===== config.mk =====
export PLATFORM = sky130hd
export DESIGN_NAME = mem_access
export DESIGN_NICKNAME = d
export VERILOG_FILES = /design/src/rtl/pipeline_pkg.sv /design/src/rtl/load_align.sv /design/src/rtl/mem_access.sv
export SDC_FILE = /design/constraint.sdc
export NUM_CORES = 1
export LEC_CHECK = 0
export CAP_MARGIN = 0
export CORE_AREA = 4 4 175 177
export DETAILED_ROUTE_END_ITERATION = 6
export DIE_AREA = 0 0 179 181
export SLEW_MARGIN = 20
export SYNTH_ARGS = -nofsm -noshare
export SYNTH_HDL_FRONTEND = slang
export SYNTH_SLANG_ARGS = --single-unit
export TNS_END_PERCENT = 1

===== constraint.sdc =====
create_clock -name clk -period 4.54 [get_ports clk]
set_input_delay 0.681 -clock clk [delete_from_list [all_inputs] [get_ports clk]]
set_output_delay 0.681 -clock clk [all_outputs]
set_load 0.05 [all_outputs]

===== src/rtl/pipeline_pkg.sv =====
// Shared definitions for the memory-access stage and its neighbours:
// FSM state type, access-size encodings and write-back mux selects.
package pipeline_pkg;

    // Memory-access handshake states.
    typedef enum logic [1:0] {
        IDLE = 2'd0,
        REQ  = 2'd1,
        WAIT = 2'd2
    } mem_state_t;

    // Load/store funct3 encodings (stores reuse the low two bits as size).
    localparam logic [2:0] F3_LB  = 3'b000;
    localparam logic [2:0] F3_LH  = 3'b001;
    localparam logic [2:0] F3_LW  = 3'b010;
    localparam logic [2:0] F3_LBU = 3'b100;
    localparam logic [2:0] F3_LHU = 3'b101;

    // Access size as carried in funct3[1:0].
    localparam logic [1:0] SZ_B = 2'b00;
    localparam logic [1:0] SZ_H = 2'b01;
    localparam logic [1:0] SZ_W = 2'b10;

    // Write-back result mux selects.
    localparam logic [2:0] RS_ALU  = 3'b000;
    localparam logic [2:0] RS_MEM  = 3'b001;
    localparam logic [2:0] RS_PC4  = 3'b010;
    localparam logic [2:0] RS_CREG = 3'b011;
    localparam logic [2:0] RS_IMM  = 3'b100;

    // Halfwords need an even address, words a multiple of four; bytes never fault.
    function automatic logic is_misaligned(input logic [2:0] funct3,
                                           input logic [1:0] addr_lo);
        case (funct3[1:0])
            SZ_H:    return addr_lo[0];
            SZ_W:    return (addr_lo != 2'b00);
            default: return 1'b0;
        endcase
    endfunction

endpackage


===== src/rtl/load_align.sv =====
// Load data alignment: picks the addressed byte/halfword lane out of the
// returned word and sign- or zero-extends it according to funct3.
module load_align
    import pipeline_pkg::*;
(
    input  logic [31:0] rdata,
    input  logic [1:0]  addr,
    input  logic [2:0]  funct3,
    output logic [31:0] read_data
);

    logic [7:0]  byte_lanes [4];
    logic [7:0]  byte_sel;
    logic [15:0] half_sel;

    genvar gi;
    generate
        for (gi = 0; gi < 4; gi++) begin : g_lane
            assign byte_lanes[gi] = rdata[gi*8 +: 8];
        end
    endgenerate

    // Lane select followed by extension; unknown funct3 passes the word through.
    always_comb begin
        byte_sel = byte_lanes[addr];
        half_sel = addr[1] ? rdata[31:16] : rdata[15:0];
        case (funct3)
            F3_LB:   read_data = {{24{byte_sel[7]}}, byte_sel};
            F3_LBU:  read_data = {24'h0, byte_sel};
            F3_LH:   read_data = {{16{half_sel[15]}}, half_sel};
            F3_LHU:  read_data = {16'h0, half_sel};
            F3_LW:   read_data = rdata;
            default: read_data = rdata;
        endcase
    end

endmodule


===== src/rtl/mem_access.sv =====
// Memory-access pipeline stage: issues loads/stores over a req/ready +
// rvalid handshake, stalls upstream while an access is in flight, aligns
// load data and holds the M/W pipeline register consumed by write-back.
// The bus is driven straight from the execute-stage inputs because
// upstream keeps them stable for as long as stall_m is high.
module mem_access
    import pipeline_pkg::*;
#(
    parameter int ADDR_W = 32
) (
    input  logic              clk,
    input  logic              rst,

    input  logic              valid_e,
    input  logic              reg_write_e,
    input  logic              mem_read_e,
    input  logic              mem_write_e,
    input  logic [2:0]        result_src_e,
    input  logic [2:0]        funct3_e,
    input  logic [31:0]       alu_result_e,
    input  logic [31:0]       write_data_e,
    input  logic [31:0]       pc_plus4_e,
    input  logic [31:0]       imm_ext_e,
    input  logic [31:0]       c_reg_data_out_e,
    input  logic [4:0]        rd_e,

    output logic              dmem_req,
    output logic              dmem_we,
    output logic [ADDR_W-1:0] dmem_addr,
    output logic [31:0]       dmem_wdata,
    output logic [3:0]        dmem_wstrb,
    input  logic              dmem_ready,
    input  logic              dmem_rvalid,
    input  logic [31:0]       dmem_rdata,

    output logic              stall_m,
    output logic              misalign_m,

    output logic              valid_m,
    output logic              reg_write_m,
    output logic [2:0]        result_src_m,
    output logic [4:0]        rd_m,
    output logic [31:0]       alu_result_m,
    output logic [31:0]       read_data_m,
    output logic [31:0]       pc_plus4_m,
    output logic [31:0]       imm_ext_m,
    output logic [31:0]       c_reg_data_out_m
);

    mem_state_t state_q, state_d;

    logic mem_op;
    logic misaligned;
    logic aligned_op;
    logic done;

    logic [31:0] read_data_d;

    logic        valid_q;
    logic        reg_write_q;
    logic        misalign_q;
    logic [2:0]  result_src_q;
    logic [4:0]  rd_q;
    logic [31:0] alu_result_q;
    logic [31:0] read_data_q;
    logic [31:0] pc_plus4_q;
    logic [31:0] imm_ext_q;
    logic [31:0] c_reg_data_out_q;

    // Classify the incoming execute-stage instruction.
    always_comb begin
        mem_op     = valid_e && (mem_read_e || mem_write_e);
        misaligned = mem_op && is_misaligned(funct3_e, alu_result_e[1:0]);
        aligned_op = mem_op && !misaligned;
    end

    // Handshake state register.
    always_ff @(posedge clk) begin
        if (rst) begin
            state_q <= IDLE;
        end else begin
            state_q <= state_d;
        end
    end

    // Next state, bus request and stall. A store finishes on acceptance; a
    // load needs rvalid, which is only looked at once in WAIT.
    always_comb begin
        state_d  = state_q;
        dmem_req = 1'b0;
        done     = 1'b0;
        stall_m  = 1'b0;
        case (state_q)
            IDLE: begin
                if (aligned_op) begin
                    state_d = REQ;
                    stall_m = 1'b1;
                end
            end
            REQ: begin
                dmem_req = 1'b1;
                if (dmem_ready) begin
                    if (mem_write_e) begin
                        done    = 1'b1;
                        state_d = IDLE;
                    end else begin
                        state_d = WAIT;
                    end
                end
                stall_m = !done;
            end
            WAIT: begin
                if (dmem_rvalid) begin
                    done    = 1'b1;
                    state_d = IDLE;
                end
                stall_m = !done;
            end
            default: begin
                state_d = IDLE;
            end
        endcase
    end

    // Bus address/direction straight from the held execute-stage inputs.
    always_comb begin
        dmem_we   = mem_write_e;
        dmem_addr = {alu_result_e[ADDR_W-1:2], 2'b00};
    end

    // Store data is replicated into every lane so the strobe alone picks the bytes.
    genvar gi;
    generate
        for (gi = 0; gi < 4; gi++) begin : g_wlane
            assign dmem_wdata[gi*8 +: 8] =
                (funct3_e[1:0] == SZ_B) ? write_data_e[7:0] :
                (funct3_e[1:0] == SZ_H) ? write_data_e[(gi % 2)*8 +: 8] :
                                          write_data_e[gi*8 +: 8];
        end
    endgenerate

    // Byte enables positioned at the addressed lane.
    always_comb begin
        case (funct3_e[1:0])
            SZ_B:    dmem_wstrb = 4'b0001 << alu_result_e[1:0];
            SZ_H:    dmem_wstrb = 4'b0011 << alu_result_e[1:0];
            default: dmem_wstrb = 4'b1111;
        endcase
    end

    load_align u_load_align (
        .rdata     (dmem_rdata),
        .addr      (alu_result_e[1:0]),
        .funct3    (funct3_e),
        .read_data (read_data_d)
    );

    // M/W register: capture on commit, insert a bubble while stalled.
    always_ff @(posedge clk) begin
        if (rst) begin
            valid_q          <= 1'b0;
            reg_write_q      <= 1'b0;
            misalign_q       <= 1'b0;
            result_src_q     <= '0;
            rd_q             <= '0;
            alu_result_q     <= '0;
            read_data_q      <= '0;
            pc_plus4_q       <= '0;
            imm_ext_q        <= '0;
            c_reg_data_out_q <= '0;
        end else if (stall_m) begin
            valid_q     <= 1'b0;
            reg_write_q <= 1'b0;
            misalign_q  <= 1'b0;
        end else begin
            valid_q          <= valid_e;
            reg_write_q      <= valid_e && reg_write_e && !misaligned;
            misalign_q       <= misaligned;
            result_src_q     <= result_src_e;
            rd_q             <= rd_e;
            alu_result_q     <= alu_result_e;
            read_data_q      <= read_data_d;
            pc_plus4_q       <= pc_plus4_e;
            imm_ext_q        <= imm_ext_e;
            c_reg_data_out_q <= c_reg_data_out_e;
        end
    end

    assign valid_m          = valid_q;
    assign reg_write_m      = reg_write_q;
    assign misalign_m       = misalign_q;
    assign result_src_m     = result_src_q;
    assign rd_m             = rd_q;
    assign alu_result_m     = alu_result_q;
    assign read_data_m      = read_data_q;
    assign pc_plus4_m       = pc_plus4_q;
    assign imm_ext_m        = imm_ext_q;
    assign c_reg_data_out_m = c_reg_data_out_q;

endmodule


==> impl_results.md, run 1 <==
* Vias in the first global route at between 6000 and 7000
* # hold bufs at CTS at 0
* Drt wl/cell at approximately 18 µm
* Final hold violations at 0
* Synthesized area per cell at 11.3 µm²
* Critical path arrival at 3.20 ns
* Die ar. at 32400 µm²
* PortBufs at 450
* Synth-to-layout area growth at 76.4%
* Layout Cells excl Fill at approximately 1400
* CP endpoint kind: output port
* Slew Limit Fails at 0
* Slew headroom at about 37%
* PD cells at between 400 and 500 nW/µm²
* # rows at 63
* Fmax achieved at 258 MHz
* Placed instance count at approximately 1300
* Post-Syn Area at 6620 µm²
* Initial DRC count at 250
* Largest net degree at the start of global routing at 89
* Setup violators final at 0
* Most common cell after layout, fill and taps aside: clkdlybuf4s50_1
* CTS Buf Count at 17
* WHS at 0.464 ns
* Most frequent cells in the layout: clkdlybuf4s50_1 (441), dfxtp_1 (173), a22o_1 (144), o2bb2ai_1 (31), a21oi_1 (21)
* ANT nets after route at 0
* Clock-pin slew on the worst setup and hold paths at 0.07 ns
* Worst skew pair latency at 0.42 ns
* Period utilisation layout at 85.5%
* Post-layout min period at slightly below 4 ns
* TNS Setup at 0 ns
* Initial antenna violation count at 1
* Final WL at 25.1 mm
* Leak at 4.49 nW
* Synth top area cells: dfxtp_1 (52%), a22o_1 (19%), buf_4 (5.3%)
* CP Max Fanout at 33
* Layout fillers at around 2800
* Via count at 6196
* Pre-Repair DR Iteration Count at 4
* Synthesis warning total at 0
* Status: finished, final reports clean
* Postcts setup bufs at 0
* Sequential-to-total area share from yosys stat at 52.3%
* First-pass GRT wire length at 37.2 mm
* CTS tree: built
* Least-Margin Pin Slew at 0.952 ns
* Peak VDD IR at between 0.2 and 0.25 mV
* Max clock buf depth at 2
* Setup CP Type: input pin to output port
* Die X at 179 µm
* GPL Wtd Cong at 0.827
* #FFs+latches synth at between 150 and 200
* Yosys top cell by area: dfxtp_1
* Nets at 1187
* Worst setup path startpoint: funct3_e[0]
* Worst r2r src: state_q[1]$_SDFFE_PP0P_
* Fraction of layout instances using a drive strength above 1 at under 10%
* Synth cell types at 37
* H-tree lvl count at 4
* Total gr overflow at 0
* Max-cap viol count at 0
* Via density at between 4 and 5
* Critical Path Source Type: input pin
* Post-synth top area share at 52.3%
* Crit path required time at approximately 3.9 ns
* CORE AREA at 29200 µm²
* CTS resizes at 0
* Unrepaired setup endpoints after global routing: no
* DP Wirelength at 18.7 mm
* Diodes inserted at 0
* Final setup skew at between 0.009 and 0.01 ns
* Worst Hold Launch: read_data_m[23]$_SDFFE_PP0N_
* Starting Density at 22.6%
* Clock tree root driver cell: clkbuf_16
* Die height at approximately 180 µm
* Hold Path Class: flip-flop to flip-flop
* Total GRT Usage at 14.6%
* CTS Sinks at around 170
* IO Pins at 453
* Reg2Reg Setup Slack at 2.60 ns
* Synth Instances at ~590
* Residual DRC at 0
## worst max-delay path: stages
cell	delay, ns
clkdlybuf4s50_1	0.44
inv_1	0.12
ha_1	0.80
nand2_1	0.13
o21ai_0	0.14
clkdlybuf4s50_1	0.87
## Yosys cell counts (all sizes together)
library cell and count:
a221oi 8, o21a 1, o21ai 17, nand3 1
dfxtp 173, and4b 1, or2 1, o2bb2ai 31
o22a 1, clkbuf 21, nor2 8, nand2b 2
ha 4, and2 2, nand3b 1, a21oi 21
a21o 1, mux2 15, o211ai 3, and2b 1
nor3 3, and3 2, a22o 144, nand2 14
o22ai 4, buf 74, inv 14, conb 1
mux2i 10, nor2b 1, a31o 1, a32oi 7
## worst paths after layout
check / endpoint / cells after the start
max reg2reg: imm_ext_m[6]$_SDFFE_PP0N_ / 6
min: read_data_m[23]$_SDFFE_PP0N_ / 1
min reg2reg: read_data_m[23]$_SDFFE_PP0N_ / 1
max: dmem_wdata[24] / 6
## final cells by class
cell class	count	area (µm²)	area share, %
clock inverters	14	153	1.31
well taps	390	488	4.18
clock buffers	18	439	3.76
multi-input cells	307	2480	21.2
flip-flops and latches	173	3460	29.7
inverters	14	52.6	0.450
repair buffers	459	4600	39.4
## logic make-up after synthesis
kind of cell / synth area share, %
mux: 4.06
buf+inv: 10.5
fa+ha+maj: 0.756
flops: 52.3
simple gates: 2.80
other cells: 0.0567
compound gates: 29.5
## report_power, final
| part | switching [mW] | leakage (nW) | internal, mW |
|---|---|---|---|
| sequential | 0.0758 | 1.43 | 1.67 |
| clock | 0.689 | 0.280 | 0.795 |
| combinational | 0.999 | 2.78 | 0.610 |
## registers in the layout (all words and copies together), names as in the netlist
signal and flops:
alu_result_m 32, misalign_m 1, valid_m 1, imm_ext_m 32, state_q 2, read_data_m 32, result_src_m 3, pc_plus4_m 32
c_reg_data_out_m 32, rd_m 5, reg_write_m 1
## per-layer routing
layer / track usage, % / routed length [µm] / vias up
li1: - / - / 2948
met1: 16.8 / 10000 / 2933
met2: 24.5 / 11900 / 297
met3: 6.42 / 2830 / 18
met4: 4.08 / 363 / 0
met5: 0 / 0 / -
## through the flow
stage          instance area, µm²  total power, mW  setup slack (ns)  utilization, %
2_1_floorplan                6620             2.77              1.16               -
3_3_place_gp                11100             3.39             0.718            37.9
3_5_place_dp                11100             3.39             0.669            37.9
4_1_cts                     11700             4.91             0.656            39.9
5_1_grt                     11700             5.05             0.442            39.9
6_report                    11700             4.84             0.659            39.9
Power figures use the tool's default switching activity.
==> run 2: changes to the inputs <==
--- a/config.mk
+++ b/config.mk
@@ -6,9 +6,9 @@
 export NUM_CORES = 1
 export LEC_CHECK = 0
 export CAP_MARGIN = 0
-export CORE_AREA = 4 4 175 177
+export CORE_AREA = 4 4 173 175
 export DETAILED_ROUTE_END_ITERATION = 6
-export DIE_AREA = 0 0 179 181
+export DIE_AREA = 0 0 177 179
 export SLEW_MARGIN = 20
 export SYNTH_ARGS = -nofsm -noshare
 export SYNTH_HDL_FRONTEND = slang
==> run 2 against run 1 <==
  * Register-to-register slack better by 0.04 ns
  * Wire length up 0.77%
  * Non-clock buffer count shrank 2
  * Via count fell by 0.53%
  * Global-route usage is 0.43 points higher
  * Total power rose by 2.9%
  * Critical path type unchanged
  * Critical endpoint is now dmem_wstrb[2]
==> impl_results.md, run 2 (synthesis results as in run 1) <==
* Least-Margin Pin Slew at 0.928 ns (was 0.952 ns)
* Sw power at 1.75 mW (was 1.76 mW)
* PD cells at 425 nW/µm² (was 414 nW/µm²)
* Fmax achieved at 260 MHz (was 258 MHz)
* Residual DRC at 0 (unchanged)
* CTS Buf Count at 17 (unchanged)
* CTS tree: built (unchanged)
* CTS resizes at 0 (unchanged)
* CP Max Fanout at 33 (unchanged)
* Crit path required time at 3.86 ns (about the same)
* Leak at 4.52 nW (was 4.49 nW)
* Postcts setup bufs at 0 (unchanged)
* Vias in the first global route at 6221 (was 6397)
* Most common cell after layout, fill and taps aside: clkdlybuf4s50_1 (unchanged)
* PortBufs at 450 (unchanged)
* Clock-pin slew on the worst setup and hold paths at 0.07 ns (about the same)
* Final setup skew at 0.0127 ns (was 0.00937 ns)
* Die height at 179 µm (was 181 µm)
* Max clock buf depth at 2 (unchanged)
* Pre-Repair DR Iteration Count at 6 (was 4)
* Total GRT Usage at 15.0% (was 14.6%)
* Slew Limit Fails at 0 (unchanged)
* ANT nets after route at 0 (unchanged)
* CORE AREA at 28500 µm² (was 29200 µm²)
* TNS Setup at 0 ns (unchanged)
* Die X at 177 µm (was 179 µm)
* Initial DRC count at 271 (was 250)
* IO Pins at 453 (unchanged)
* Final hold violations at 0 (unchanged)
* Sw frac at 35.3% (was 36.5%)
* Placed cell areas at 11000 µm² (was 11100 µm²)
* Unrepaired setup endpoints after global routing: no (unchanged)
* Diodes inserted at 0 (unchanged)
* Die ar. at 31700 µm² (was 32400 µm²)
* Setup WS post-layout at 0.692 ns (was 0.659 ns)
* Peak VDD IR at 0.225 mV (was 0.231 mV)
* GPL Wtd Cong at 0.794 (was 0.827)
* Status: finished, final reports clean (unchanged)
* Flop pwr share at 35.0% (was 36.0%)
* Largest net degree at the start of global routing at 90 (was 89)
* Layout fillers at 2765 (was 2829)
* Combinational group share of total power at 32.3% (was 33.3%)
* Max-cap viol count at 0 (unchanged)
* H-tree lvl count at 4 (unchanged)
* Hold Path Class: flip-flop to flip-flop (unchanged)
* Worst skew pair latency at 0.43 ns (was 0.42 ns)
* Via count at 6163 (was 6196)
* Slew headroom at 38.2% (was 36.6%)
* Critical path arrival at 3.17 ns (was 3.20 ns)
* Critical Path Source Type: input pin (unchanged)
* DP Wirelength at 19.0 mm (was 18.7 mm)
* Initial antenna violation count at 0 (was 1)
* Nets at 1185 (was 1187)
* # rows at 62 (was 63)
* CTS Sinks at 173 (unchanged)
* CP endpoint kind: output port (unchanged)
* Total gr overflow at 0 (unchanged)
* First-pass GRT wire length at 37.0 mm (was 37.2 mm)
* Setup violators final at 0 (unchanged)
* Final WL at 25.3 mm (was 25.1 mm)
* Clk pwr share at 32.7% (was 30.7%)
* Starting Density at 23.2% (was 22.6%)
* Design Area, Final at 11700 µm² (about the same)
* Synth-to-layout area growth at 76.8% (was 76.4%)
* Most frequent cells in the layout: clkdlybuf4s50_1 (442), dfxtp_1 (173), a22o_1 (144), o2bb2ai_1 (31), a21oi_1 (21) (was clkdlybuf4s50_1 (441), dfxtp_1 (173), a22o_1 (144), o2bb2ai_1 (31), a21oi_1 (21))
* Pre-CTS setup slack at 0.683 ns (was 0.669 ns)
* WHS at 0.463 ns (was 0.464 ns)
* # hold bufs at CTS at 0 (unchanged)
* Via density at 4.51 (about the same)
* Int Power at 3.22 mW (was 3.07 mW)
* Clock tree root driver cell: clkbuf_16 (unchanged)
* Drt wl/cell at 18.5 µm (was 18.2 µm)
* Post-layout min period at 3.85 ns (was 3.88 ns)
* Setup CP Type: input pin to output port (unchanged)
* Period utilisation layout at 84.8% (was 85.5%)
* Fraction of layout instances using a drive strength above 1 at 7.12% (was 7.51%)
[run 2: path summary, 6_finish.rpt]
kind	start	end	slack, ns	cells after the start
max	funct3_e[0]	dmem_wstrb[2]	0.69	6
min	read_data_m[12]$_SDFFE_PP0N_	read_data_m[12]$_SDFFE_PP0N_	0.46	1
max reg2reg	state_q[1]$_SDFFE_PP0P_	imm_ext_m[5]$_SDFFE_PP0N_	2.64	6
min reg2reg	read_data_m[12]$_SDFFE_PP0N_	read_data_m[12]$_SDFFE_PP0N_	0.46	1
[run 2: worst max-delay path, cell delays in order]
cell and delay [ns]:
clkdlybuf4s50_1 0.43, inv_1 0.11, ha_1 0.78, o22ai_1 0.20, a31o_2 0.26, clkdlybuf4s50_1 0.70
[run 2: cell type report]
type | instances | area, µm² | share of cell area [%]
timing repair buffer | 457 | 4570 | 39.1
multi-input combinational | 307 | 2480 | 21.2
clock buffer | 18 | 429 | 3.67
sequential | 173 | 3460 | 29.6
inverter | 14 | 52.6 | 0.449
clock inverter | 14 | 228 | 1.95
tap | 384 | 480 | 4.10
[run 2: layer usage]
layer	GRT usage (%)	up-vias	wire length, µm
met3	6.64	25	2700
met4	5.16	0	572
li1	-	2951	-
met1	17.0	2882	9980
met2	25.3	305	12000
met5	0	-	0
[run 2: through the flow]
step	utilization (%)	power, mW	cells
2_1_floorplan	-	2.77	589
3_3_place_gp	38.8	3.39	1335
3_5_place_dp	38.8	3.39	1335
4_1_cts	41.1	5.05	1367
5_1_grt	41.1	5.20	1367
6_report	41.1	4.98	1367
[run 2: power groups by stage]
stage,Sequential [mW],Combinational (mW),Clock (mW)
after floorplan,2.28,0.488,0
after global placement,1.77,1.62,0
after detailed placement,1.78,1.62,0
after CTS,1.74,1.62,1.68
after global routing,1.76,1.68,1.77
final,1.74,1.61,1.63
==> run 3: changes to the inputs <==
--- a/config.mk
+++ b/config.mk
@@ -6,9 +6,9 @@
 export NUM_CORES = 1
 export LEC_CHECK = 0
 export CAP_MARGIN = 0
-export CORE_AREA = 4 4 173 175
+export CORE_AREA = 4 4 172 174
 export DETAILED_ROUTE_END_ITERATION = 6
-export DIE_AREA = 0 0 177 179
+export DIE_AREA = 0 0 176 178
 export SLEW_MARGIN = 20
 export SYNTH_ARGS = -nofsm -noshare
 export SYNTH_HDL_FRONTEND = slang
==> constraint.sdc (replaced) <==
create_clock -name clk -period 3.6 [get_ports clk]
set_input_delay 0.54 -clock clk [delete_from_list [all_inputs] [get_ports clk]]
set_output_delay 0.54 -clock clk [all_outputs]
set_load 0.05 [all_outputs]
==> run 3 against run 2 <==
  * Wire length grew 0.58%
  * Die area shrank 1.1%
  * Register-to-register slack lost 0.91 ns
  * Combinational power grew 30%
  * Utilization grew 1.7 points
  * Clock power grew 17%
  * Clock skew grew 0.0019 ns
  * Sequential power grew 26%
  * Flip-flop and latch count is the same
  * Final cell count shrank 0.15%
  * Sequential share of layout area shrank 0.44 points
==> impl_results.md, run 3 (synthesis results as in run 1) <==
* Slew headroom at 37.1% (was 38.2%)
* Reg2Reg Setup Slack at 1.73 ns (was 2.64 ns)
* DP Wirelength at 19.3 mm (was 19.0 mm)
* Final hold violations at 0 (unchanged)
* H-tree lvl count at 4 (unchanged)
* Worst r2r dst: c_reg_data_out_m[6]$_SDFFE_PP0N_ (was imm_ext_m[5]$_SDFFE_PP0N_)
* Overall Power at 6.20 mW (was 4.98 mW)
* Diodes inserted at 0 (unchanged)
* Vias in the first global route at 6291 (was 6221)
* FF-to-FF path depth at 6 (unchanged)
* First-pass GRT wire length at 37.5 mm (was 37.0 mm)
* Die ar. at 31300 µm² (was 31700 µm²)
* Setup CP Type: input pin to output port (unchanged)
* Die height at 178 µm (was 179 µm)
* Initial antenna violation count at 0 (unchanged)
* Pre-Repair DR Iteration Count at 4 (was 6)
* Period utilisation layout at 78.6%
* Crit path max-delay family: buffers and inverters (unchanged)
* Nets at 1189 (was 1185)
* CTS resizes at 0 (unchanged)
* CP Cell Sequence: clkdlybuf4s50_1, inv_1, ha_1, nor2_1, buf_4, mux2_2, buf_12 (was clkdlybuf4s50_1, inv_1, ha_1, o22ai_1, a31o_2, clkdlybuf4s50_1)
* Total gr overflow at 0 (unchanged)
* PortBufs at 450 (unchanged)
* Leak at 4.63 nW (was 4.52 nW)
* Initial DRC count at 239 (was 271)
* IO Pins at 453 (unchanged)
* Final setup skew at 0.0146 ns (was 0.0127 ns)
* Fraction of layout instances using a drive strength above 1 at 9.63% (was 7.12%)
* Clock tree root driver cell: clkbuf_16 (unchanged)
* Placed cell areas at 11300 µm² (was 11000 µm²)
* Final core utilization at 42.8% (was 41.1%)
* Setup violators final at 0 (unchanged)
* Max clock buf depth at 2 (unchanged)
* GPL Wtd Cong at 0.842 (was 0.794)
* CTS Buf Count at 17 (unchanged)
* Largest net degree at the start of global routing at 95 (was 90)
* Postcts setup bufs at 0 (unchanged)
* # rows at 61 (was 62)
* Via count at 6180 (was 6163)
* Via density at 4.53 (was 4.51)
* Most frequent cells in the layout: clkdlybuf4s50_1 (421), dfxtp_1 (173), a22o_1 (144), o2bb2ai_1 (31), buf_12 (23) (was clkdlybuf4s50_1 (442), dfxtp_1 (173), a22o_1 (144), o2bb2ai_1 (31), a21oi_1 (21))
* Fmax achieved at 353 MHz
* Layout fillers at 2672 (was 2765)
* CP peak stage delay at 0.48 ns (was 0.78 ns)
* Worst r2r src: state_q[1]$_SDFFE_PP0P_ (unchanged)
* Max-cap viol count at 0 (unchanged)
* CP Max Fanout at 11 (was 33)
* CP endpoint: dmem_wdata[16] (was dmem_wstrb[2])
* Setup WS post-layout at 0.770 ns (was 0.692 ns)
* Unrepaired setup endpoints after global routing: no (unchanged)
* Worst setup path startpoint: funct3_e[0] (unchanged)
* Pre-CTS setup slack at 0.670 ns (was 0.683 ns)
* CP bufs+invs at 4 (was 3)
* Worst skew pair latency at 0.42 ns (was 0.43 ns)
* Design Area, Final at 11900 µm² (was 11700 µm²)
* WHS at 0.467 ns (was 0.463 ns)
* Post-layout min period at around 2.8 ns
* ANT nets after route at 0 (unchanged)
* CTS Sinks at 173 (unchanged)
* # hold bufs at CTS at 0 (unchanged)
* Hold Path Class: flip-flop to flip-flop (unchanged)
* Crit path required time at 3.06 ns (was 3.86 ns)
* Peak VDD IR at 0.262 mV (was 0.225 mV)
* Layout Cells excl Fill at 1365 (was 1367)
* Residual DRC at 0 (unchanged)
* Placed instance count at 1333 (was 1335)
* CTS tree: built (unchanged)
* Starting Density at 23.8% (was 23.2%)
* Slew Limit Fails at 0 (unchanged)
* Status: finished, final reports clean (unchanged)
* Critical Path Source Type: input pin (unchanged)
* Critical path arrival at 2.29 ns (was 3.17 ns)
* Total GRT Usage at 15.3% (was 15.0%)
* Least-Margin Pin Slew at 0.936 ns (was 0.928 ns)
* Drt wl/cell at 18.6 µm (was 18.5 µm)
* Clock-pin slew on the worst setup and hold paths at 0.07 ns (about the same)
* CORE AREA at 27800 µm² (was 28500 µm²)
* CP endpoint kind: output port (unchanged)
* Synth-to-layout area growth at 79.5% (was 76.8%)
* TNS Setup at 0 ns (unchanged)
* Slowest cell on crit path: clkdlybuf4s50_1 (was ha_1)
* Most common cell after layout, fill and taps aside: clkdlybuf4s50_1 (unchanged)
* PD cells at 522 nW/µm² (was 425 nW/µm²)
* CP Depth at 7 (was 6)
* Final WL at 25.4 mm (was 25.3 mm)
* Die X at 176 µm (was 177 µm)
run 3: cell count changes in the layout (fill, tap and decap cells not counted), moves of 2 or more:
cell             previous run  this run
clkdlybuf4s50_1           442       421
buf_12                      3        23
buf_4                      12        17
bufinv_16                   4         1
inv_8                       2         4
run 3: how the worst min path moves through the flow:
stage	from	end	depth (start not counted)
after floorplan	state_q[1]$_SDFFE_PP0P_	state_q[0]$_SDFFE_PP0P_	1
after global placement	read_data_m[8]$_SDFFE_PP0N_	read_data_m[8]$_SDFFE_PP0N_	1
after detailed placement	read_data_m[31]$_SDFFE_PP0N_	read_data_m[31]$_SDFFE_PP0N_	1
after CTS	read_data_m[16]$_SDFFE_PP0N_	read_data_m[16]$_SDFFE_PP0N_	1
after global routing	read_data_m[19]$_SDFFE_PP0N_	read_data_m[19]$_SDFFE_PP0N_	1
final	read_data_m[31]$_SDFFE_PP0N_	read_data_m[31]$_SDFFE_PP0N_	1
run 3: worst reg2reg max path, delay by kind of cell, from the launching register on:
family	cells	cell delay [ns]
simple gates	2	0.16
flops	1	0.38
compound gates	3	0.64
buf+inv	1	0.62
run 3: layout make-up:
class,count,area [µm²],share of cell area (%)
Timing Repair Buffer,461,4800,40.4
Sequential cell,173,3460,29.1
Multi-Input combinational cell,307,2480,20.9
Tap cell,378,473,3.98
Clock buffer,18,429,3.61
Clock inverter,14,184,1.55
Inverter,14,52.6,0.442
run 3: per-layer routing:
metal,vias to the layer above,global-route usage [%],share of wire [%]
li1,2954,-,-
met1,2869,17.5,39
met2,326,24.9,47
met3,31,7.61,12
met4,0,4.91,2.1
met5,-,0,0
run 3: report_power, final:
group,internal (mW),leakage (nW),switching (mW)
Combinational,0.814,2.90,1.28
Sequential,2.10,1.43,0.0955
Clock,1.01,0.299,0.898
